$ cat src/rtl/uart_rx_frontend.sv
// uart_rx_frontend: 8N1 UART receiver with glitch rejection, framing/overrun flags and ready/valid output.
// Define UART_RX_FIFO_EN to replace the single holding register with a 4-entry FIFO.
module uart_rx_frontend #(
    parameter int CLOCK_FREQ = 10_000_000,
    parameter int BAUD_RATE  = 115_200
) (
    input  logic       clk,
    input  logic       rst,
    input  logic       serial_in,
    output logic [7:0] data_out,
    output logic       data_out_valid,
    input  logic       data_out_ready,
    output logic       frame_err,
    output logic       overrun,
    output logic       rx_busy
);
    localparam int SYMBOL_EDGE_TIME = CLOCK_FREQ / BAUD_RATE;
    localparam int SAMPLE_TIME = SYMBOL_EDGE_TIME / 2;
    localparam int CW = $clog2(SYMBOL_EDGE_TIME) + 1;
    localparam logic [CW-1:0] SMP = CW'(SAMPLE_TIME - 1);
    localparam logic [CW-1:0] EDGE = CW'(SYMBOL_EDGE_TIME - 1);

    typedef enum logic [2:0] {IDLE, START, DATA, STOP, BREAK} state_t;

    state_t state_q, state_d;
    logic s1_q, s2_q, rxs;
    logic [CW-1:0] cnt_q, cnt_d;
    logic [2:0] idx_q, idx_d;
    logic [7:0] shreg_q, shreg_d;
    logic [1:0] warm_q, warm_d;
    logic armed_q, armed_d;
    logic fe_q, fe_d, ov_q, ov_d;
    logic smp, push, pop;

    assign rxs = s2_q;
    // The synchronizer reset value is not a real line observation, so wait until the pin itself is seen high.
    assign warm_d = {warm_q[0], 1'b1};
    assign armed_d = armed_q | (warm_q[1] & rxs);

    always_comb begin
        state_d = state_q;
        idx_d = idx_q;
        shreg_d = shreg_q;
        smp = 1'b0;
        push = 1'b0;
        fe_d = 1'b0;
        case (state_q)
            IDLE: state_d = (!rxs && armed_q) ? START : IDLE;
            START: if (cnt_q == SMP) begin
                smp = 1'b1;
                idx_d = 3'd0;
                state_d = rxs ? IDLE : DATA;
            end
            DATA: if (cnt_q == EDGE) begin
                smp = 1'b1;
                shreg_d[idx_q] = rxs;
                idx_d = idx_q + 3'd1;
                state_d = (idx_q == 3'd7) ? STOP : DATA;
            end
            STOP: if (cnt_q == EDGE) begin
                smp = 1'b1;
                push = rxs;
                fe_d = !rxs;
                state_d = rxs ? IDLE : BREAK;
            end
            BREAK: state_d = rxs ? IDLE : BREAK;
            default: state_d = IDLE;
        endcase
        cnt_d = (smp || state_d != state_q) ? '0 : cnt_q + 1'b1;
    end

    always_ff @(posedge clk) begin
        if (rst) begin
            s1_q <= 1'b1;
            s2_q <= 1'b1;
            state_q <= IDLE;
            cnt_q <= '0;
            idx_q <= '0;
            shreg_q <= '0;
            warm_q <= '0;
            armed_q <= 1'b0;
            fe_q <= 1'b0;
            ov_q <= 1'b0;
        end else begin
            s1_q <= serial_in;
            s2_q <= s1_q;
            state_q <= state_d;
            cnt_q <= cnt_d;
            idx_q <= idx_d;
            shreg_q <= shreg_d;
            warm_q <= warm_d;
            armed_q <= armed_d;
            fe_q <= fe_d;
            ov_q <= ov_d;
        end
    end

`ifdef UART_RX_FIFO_EN
    logic [7:0] mem_q [4];
    logic [1:0] wp_q, wp_d, rp_q, rp_d;
    logic [2:0] fcnt_q, fcnt_d;
    logic wr;

    always_comb begin
        pop = (fcnt_q != 3'd0) && data_out_ready;
        wr = push && (fcnt_q != 3'd4 || pop);
        ov_d = push && fcnt_q == 3'd4 && !pop;
        wp_d = wp_q + 2'(wr);
        rp_d = rp_q + 2'(pop);
        fcnt_d = fcnt_q + 3'(wr) - 3'(pop);
    end

    always_ff @(posedge clk) begin
        if (rst) begin
            mem_q <= '{default: '0};
            wp_q <= '0;
            rp_q <= '0;
            fcnt_q <= '0;
        end else begin
            if (wr) mem_q[wp_q] <= shreg_q;
            wp_q <= wp_d;
            rp_q <= rp_d;
            fcnt_q <= fcnt_d;
        end
    end

    assign data_out = mem_q[rp_q];
    assign data_out_valid = fcnt_q != 3'd0;
`else
    logic [7:0] data_q, data_d;
    logic valid_q, valid_d;
    logic load;

    always_comb begin
        pop = valid_q && data_out_ready;
        load = push && (!valid_q || pop);
        ov_d = push && valid_q && !pop;
        data_d = load ? shreg_q : data_q;
        valid_d = load || (valid_q && !pop);
    end

    always_ff @(posedge clk) begin
        if (rst) begin
            data_q <= '0;
            valid_q <= 1'b0;
        end else begin
            data_q <= data_d;
            valid_q <= valid_d;
        end
    end

    assign data_out = data_q;
    assign data_out_valid = valid_q;
`endif

    assign frame_err = fe_q;
    assign overrun = ov_q;
    assign rx_busy = state_q != IDLE;
endmodule

$ cat config.mk
export PLATFORM = sky130hd
export DESIGN_NAME = uart_rx_frontend
export DESIGN_NICKNAME = d
export VERILOG_FILES = /design/src/rtl/uart_rx_frontend.sv
export SDC_FILE = /design/constraint.sdc
export NUM_CORES = 1
export LEC_CHECK = 0
export ABC_AREA = 1
export CAP_MARGIN = 40
export CORE_MARGIN = 8
export CORE_UTILIZATION = 59
export DETAILED_ROUTE_END_ITERATION = 8
export PLACE_DENSITY = 0.87
export RECOVER_POWER = 50
export SYNTH_ARGS = -nofsm -noshare
export SYNTH_HDL_FRONTEND = slang
export SYNTH_SLANG_ARGS = --single-unit
$ cat constraint.sdc
create_clock -name clk -period 4.1 [get_ports clk]
set_clock_uncertainty 0.2 [all_clocks]
set_input_delay 0.615 -clock clk [delete_from_list [all_inputs] [get_ports clk]]
set_output_delay 0.615 -clock clk [all_outputs]
set_load 0.02 [all_outputs]
== Word-level counts from Yosys, hierarchy flattened ==
Cells that the tools add are included.
Word-level totals
  output and inout port bits: 12
  register bits: 38
  input bits: 4
Cells by class
  muxes and demuxes: 20
  equal/unequal tests: 10
  $add $sub $neg: 2
  reduce and logical (&&, ||, !) cells: 21
  $lt $le $gt $ge: 2
  bitwise gates (word level): 4
Operator list (number)
  3-bit two-way mux: 6
  3-bit case mux with 5 select lines: 1
  8-bit by 1-bit adder with 8-bit output, second input constant: 1
  8-bit bitwise mux: 1
  8-bit by 6-bit == test with 1-bit output, second input constant: 1
  8-bit by 7-bit == test with 1-bit output, second input constant: 1
  1-bit two-way mux: 8
  1-bit logical AND: 7
  3-bit by 2-bit == test with 1-bit output, second input constant: 2
  3-bit == test, second input constant: 2
  3-bit case mux with 2 select lines: 1
  3-bit by 4-bit less-than comparator with 1-bit output, second input constant: 1
  2-bit inequality test, second input constant: 2
  2-bit OR reduction: 2
  3-bit by 1-bit adder with 3-bit output, second input constant: 1
  1-bit demux with 3-bit select: 1
  3-bit by 1-bit == test with 1-bit output, second input constant: 1
  3-bit by 1-bit >= comparator with 1-bit output, second input constant: 1
  1-bit zero test: 3
  3-bit zero test: 1
  1-bit logical OR: 3
  3-bit inequality test: 1
  3-bit AND reduction: 1
  3-bit nonzero test: 1
  other kinds (8): 9

== Logic depth before layout (Yosys ltp) ==
Gate-level depths: netlist (run 1).
  depth after elaboration: 7
  depth in mapped cells: 10
  mapped depth without buffers: 10

== Least setup slack after synthesis (run 1) ==
No wires, ideal clock.
  path type: reg-to-reg
  start: reg cnt_q[0]
  end: reg idx_q[0]
  slack: 2.514 ns
  required time: 3.783 ns
  period minus slack after synthesis: 1.586 ns
  arrival time: 1.269 ns
  buffers on the path: 0
  stages on the path, launching flop included: 10
  cell sequence: dfxtp_1 -> ha_1 -> nand3_2 -> nand3b_1 -> nor2_2 -> inv_1 -> nand2_1 -> inv_1 -> a21oi_1 -> nor2_1
On the way
  cells in the longest elaborated chain, start to end: 3
  elaborated cells on any way between the ends: 5
RTL lines
  start: declaration: RTL line 27  | logic [CW-1:0] cnt_q, cnt_d;
  start signal: assignment: RTL line 88  | cnt_q <= cnt_d;
  8-bit by 7-bit == test with 1-bit output / 8-bit by 6-bit == test with 1-bit output (equally long branches): RTL line 54, 49
  2-bit inequality test (no line)
  3-bit AND reduction (no line) (*)
  end signal: assignment: RTL line 89  | idx_q <= idx_d;
  end: declaration: RTL line 28  | logic [2:0] idx_q, idx_d;
Every way passes the cells marked *; elsewhere a longest branch is shown, timed or not.
A chain may end at the register's enable or synchronous reset.

== Worst setup path after layout (run 1) ==
  start: reg state_q[2]
  end: out rx_busy
On the way
  cells in the longest elaborated chain, start to end: 1
RTL lines
  start: declaration: RTL line 25  | state_t state_q, state_d;
  start signal: assignment: RTL line 87  | state_q <= state_d;
  3-bit nonzero test: RTL line 158  | assign rx_busy = state_q != IDLE;
  end: declaration: RTL line 15  | output logic rx_busy
Every way passes these cells.

==> out/results.tsv, run 1 <==
stage	metric	value	unit
timing	fin_setup_tns	0	ps
yosys	yosysSeqAreaShare	46.2	%
yosys	yosys_register_bits	38	
clock_network	clk_pin_slew	100	ps
routing	dr.pass1.iters	4	
timing	slew_headroom	62.6	%
routing	viasPerCell	5.04	
die	coreArea	2710	µm²
routing	antenna_left	0	
placement	place.detailed.hpwl	2090	µm
timing	worstMarginPinSlew	560	ps
routing	routed_wl	2990	µm
die	start_util	60.8	%
grt	grt_usage	14.5	%
timing	finalHoldViolCount	0	
setup_path	r2r-end	data_out[4]	
timing	period_minus_slack	2370	ps
final_layout	ff_latch_area	761	µm²
setup_path	max_stage_delay	600	ps
yosys	syn_avg_cell_area	7.66	µm²
power	finalPower	0.612	mW
grt	grt_pass1_vias	1198	
yosys	synth_most_common_cell	nor2_1	
clock_network	cts_resized	0	
placement	gp_congestion	0.900	
final_layout	drive_above_1_share	7.30	%
timing	rsz0062_at_grt	no	
yosys	synth_edf_count	0	
power	peakVddDrop	289	µV
yosys	ys_types	26	
clock_network	cts.sinks	38	
die	rows	19	
setup_path	end_kind	output port	
die	die_w	68.9	µm
setup_path	r2r_start	cnt_q[0]	
clock_network	tritoncts	yes	
timing	fin_crit_sh	57.9	%
final_layout	insertedDiodeCount	0	
setup_path	crit_type	reg2out	
clock_network	clockBufferDepth	2	
final_layout	fillers	240	
clock_network	htreeDepth	2	
yosys	syn-num-nets	224	
run_status	status	complete, no violations	
clock_network	post_cts_buffers	0	
die	chipHeight	68.9	µm
yosys	synthTopCellsByCount	nor2_1, dfxtp_1, inv_1	
routing	drt_iter0_markers	71	
clock_network	ctsRootBufferMaster	clkbuf_4	
setup_path	worst_ep_arrival_time	1560	ps
grt	grt_max_degree	22	
setup_path	worstPathMaxFanout	6	
yosys	syn_inst	215	
setup_path	cp-start-kind	flip-flop	
setup_path	rrSetupSlack	1860	ps
yosys	synth_top_area_cell	dfxtp_1	
timing	setup_viol	0	
yosys	yosysTopAreaCellShare	46.2	%
clock_network	hold_buffers	0	
setup_path	crit_path_cell_trace	inv_1 -> nand2_1 -> clkdlybuf4s50_1	
yosys	ys.flop_type	dfxtp_1	
job	maxCapViolCount	0	
final_layout	nets	241	
power	leakage	0.721	nW
die	pin_count	16	
power	power.density	330	nW/µm²
clock_network	clock_latency	350	ps
setup_path	worstPathRequired	3280	ps
grt	antenna_found_initial	0	
final_layout	multi_input_area	741	µm²
timing	drv_slew	0	
hold_path	holdCritPathClass	reg2reg	
hold_path	hp-start	s1_q	
routing	vias	1331	
timing	fmax	421	MHz
final_layout	area_growth	12.6	%
hold_path	hold_end	rxs	
yosys	yosys-top-cells-area	dfxtp_1, nor2_1, inv_1	
routing	post_drt_wl_per_cell	11.3	µm
setup_path	cp_slowest_cell	clkdlybuf4s50_1	
clock_network	cts_buffers	5	
placement	io_buffers	15	
routing	drc	0	
hold_path	hold-path-cell-count	1	
grt	grt_pass1_wl	5130	µm
yosys	async_reset_ff_share	0	%
grt	grt_overflow	0	
die	die-area	4740	µm²
yosys	synth.cell_area	1650	µm²
setup_path	worstRegToRegCells	6	
yosys	yosys_warnings	0	
-- flip-flops by register name, indices dropped and copies added, names as in the netlist, 2 cells and up --
signal    flops
cnt_q         8
data_out      8
idx_q         3
shreg_q       8
state_q       3
warm_q        2
-- kinds of logic after synthesis --
| logic type | synth area share, % |
|---|---|
| and+or+nand+nor | 27.3 |
| DFF | 46.2 |
| xor gates and xnor gates | 3.19 |
| buffers and inverters | 8.05 |
| AOI/OAI and AO/OA | 11.5 |
| adders and majority gates | 3.80 |
-- per-stage QoR --
step           hold slack, ps  instance area, µm²  setup WS, ps  util, %  std cells
4_1_cts                   225                1870          1720     69.0        264
6_report                  224                1860          1730     68.5        264
3_5_place_dp              198                1810          1540     66.8        256
2_1_floorplan             188                1650          2510        -        215
5_1_grt                   252                1860          1630     68.5        264
3_3_place_gp              193                1810          1640     66.8        256
-- layout by cell type (no fill, tap or decap), types with 2 or more instances in the layout --
cell type / n
nand2_1: 22
clkdlybuf4s50_1: 14
o21ai_0: 20
dfxtp_1: 38
nor2_1: 40
inv_1: 28
xor2_1: 4
a21oi_1: 15
nor3_1: 10
ha_1: 5
nand2_2: 2
or2_2: 2
nand3_1: 9
nor2_2: 4
nand4_1: 3
xnor2_1: 2
clkbuf_4: 5
-- worst max path at each step --
| stage | startpoint | end | cells after the start |
|---|---|---|---|
| floorplan | cnt_q[0] | idx_q[0] | 9 |
| global placement | rst | cnt_q[7] | 6 |
| detailed placement | rst | cnt_q[1] | 6 |
| CTS | state_q[2] | rx_busy | 3 |
| global route | cnt_q[0] | data_out[4] | 6 |
| finish | state_q[2] | rx_busy | 3 |
-- per-layer routing --
metal	vias to the layer above	GRT usage [%]	share of wire, %
met2	28	21.7	44
met3	5	5.82	6.1
met5	-	0	0
met4	0	7.02	1.8
li1	723	-	-
met1	575	17.8	48
-- power breakdown --
part | internal [mW] | switching, mW | leakage (nW)
Clock | 0.0831 | 0.122 | 0.0353
Combinational | 0.0108 | 0.0147 | 0.378
Sequential | 0.375 | 0.00652 | 0.308
-- area by class of cell --
class / count / share of cell area [%]
tap: 31 / 2.09
inverter: 28 / 5.66
clock inverter: 1 / 0.270
clock buffer: 7 / 2.97
sequential: 38 / 41.0
multi-input combinational: 144 / 39.9
timing repair buffer: 15 / 8.09
-- worst max-delay path: cells and delay by family (launching register included) --
| family | cells | cell delay, ps |
|---|---|---|
| buf+inv | 2 | 690 |
| simple gates | 1 | 90 |
| flops | 1 | 430 |
No activity file was read; power rests on OpenSTA's default activity.
==> run 2, diff against run 1 <==
CORE_UTILIZATION = 50   (was 59)
PLACE_DENSITY = 0.79   (was 0.87)
clock period = 2 ns   (was 4.1 ns; I/O delays follow)
==> run 2 against run 1 <==
Compared with the run above:
- die area rose by 14%
- clock-buffer cell count fell by 1
- register-to-register slack got worse by 1600 ps
- non-clock buffer count rose by 3
- combinational power rose by 130%
==> out/results.tsv, run 2 (synthesized netlist as in run 1, its figures left out) <==
stage	metric	value	unit
setup_path	crit_path_cell_trace	dlygate4sd3_1	
routing	wl_met3	131	µm
final_layout	fin_cells	282	
final_layout	final_cell_mix	nor2_1, dfxtp_1, inv_1	
setup_path	worstPathRequired	1500	ps
setup_path	critPathBufInv	1	
die	die-area	5390	µm²
setup_path	r2r_start	cnt_q[0]	
setup_path	endpoint	data_out[5]	
routing	post_drt_wl_per_cell	10.7	µm
grt	antenna_found_initial	0	
die	coreArea	3260	µm²
timing	slew_headroom	72.6	%
final_layout	final_common_cell	nor2_1	
clock_network	post_cts_buffers	0	
hold_path	holdCritPathClass	reg2reg	
setup_path	crit_type	reg2out	
placement	io_buffers	15	
power	leakage	0.793	nW
die	rows	21	
power	finalPower	1.51	mW
timing	fin_setup_tns	0	ps
clock_network	clock_latency	330	ps
routing	met2WireLength	1350	µm
timing	fmax	539	MHz
setup_path	crit_family	buffers and inverters	
grt	grt_pass1_vias	1244	
routing	viasPerCell	4.76	
setup_path	rrSetupSlack	220	ps
final_layout	drive_above_1_share	9.75	%
clock_network	ctsRootBufferMaster	clkbuf_4	
power	power.density	768	nW/µm²
routing	vias	1341	
placement	place.detailed.hpwl	2210	µm
clock_network	clk_pin_slew	110	ps
clock_network	htreeDepth	2	
setup_path	worstRegToRegCells	8	
timing	setup_viol	0	
timing	worstMarginPinSlew	411	ps
job	maxCapViolCount	0	
setup_path	worstPathMaxFanout	2	
run_status	status	complete, no violations	
timing	fin_crit_sh	92.7	%
setup_path	end_kind	output port	
clock_network	hold_buffers	0	
grt	grt_usage	12.3	%
setup_path	cp_slowest_cell	dlygate4sd3_1	
die	start_util	50.6	%
clock_network	cts.sinks	38	
routing	routed_wl	3010	µm
grt	grt_max_degree	21	
timing	drv_slew	0	
timing	period_minus_slack	1850	ps
placement	gp_congestion	0.815	
clock_network	cts_buffers	5	
die	die_w	73.4	µm
routing	antenna_left	0	
grt	grt_pass1_wl	5220	µm
final_layout	insertedDiodeCount	0	
setup_path	cp-start-kind	flip-flop	
clock_network	clockBufferDepth	2	
die	pin_count	16	
timing	worst_hold_slack	212	ps
setup_path	worst_ep_arrival_time	1350	ps
placement	dpl.cell_count	274	
routing	drt_iter0_markers	131	
grt	grt_overflow	0	
die	chipHeight	73.4	µm
routing	wl_met1	1480	µm
timing	finalHoldViolCount	0	
setup_path	path_depth	1	
power	peakVddDrop	435	µV
setup_path	max_stage_delay	680	ps
routing	top_layer	met4	
final_layout	nets	244	
clock_network	tritoncts	yes	
timing	rsz0062_at_grt	no	
routing	dr.pass1.iters	4	
setup_path	startpoint	data_out[5]	
routing	drc	0	
setup_path	r2r-end	cnt_q[0]	
final_layout	area_growth	19.3	%
-- run 2: layout make-up --
| cell class | instances | area (µm²) |
|---|---|---|
| fillers | 306 | 1290 |
| multi-input cells | 144 | 763 |
| flip-flops and latches | 38 | 761 |
| repair buffers | 18 | 168 |
| inverters | 28 | 105 |
| clock inverters | 2 | 60.1 |
| well taps | 46 | 57.6 |
| clock buffers | 6 | 51.3 |
-- run 2: how the worst min path moves through the flow --
stage / from / to / slack [ps] / depth (start not counted)
2_1_floorplan: warm_q[0] / warm_q[1] / 190 / 2
3_3_place_gp: warm_q[0] / warm_q[1] / 200 / 2
3_5_place_dp: warm_q[0] / warm_q[1] / 200 / 2
4_1_cts: warm_q[0] / warm_q[1] / 220 / 2
5_1_grt: warm_q[0] / warm_q[1] / 240 / 2
6_report: warm_q[0] / warm_q[1] / 210 / 2
-- run 2: through the flow --
| stage | instance area [µm²] | util, % | worst slack (ps) |
|---|---|---|---|
| floorplan | 1650 | - | 414 |
| global placement | 1850 | 56.8 | 187 |
| detailed placement | 1850 | 56.8 | 108 |
| CTS | 1960 | 60.2 | 128 |
| global route | 1970 | 60.3 | 23.1 |
| finish | 1970 | 60.3 | 146 |
-- run 2: repair_timing --
action | 4_1_cts | 5_1_grt
gates resized for setup | 1 | 1
setup endpoints to repair | 1 | 5
pin swaps | 0 | 0
-- run 2: per-layer routing --
metal	track usage, %	vias to the layer above
li1	-	727
met1	14.3	593
met2	20.3	15
met3	3.41	6
met4	5.99	0
met5	0	-
-- run 2: where the power goes --
part           switching, mW  internal [mW]  total (mW)
clock network          0.248          0.423       0.671
registers             0.0111          0.769       0.780
logic                 0.0331         0.0246      0.0577
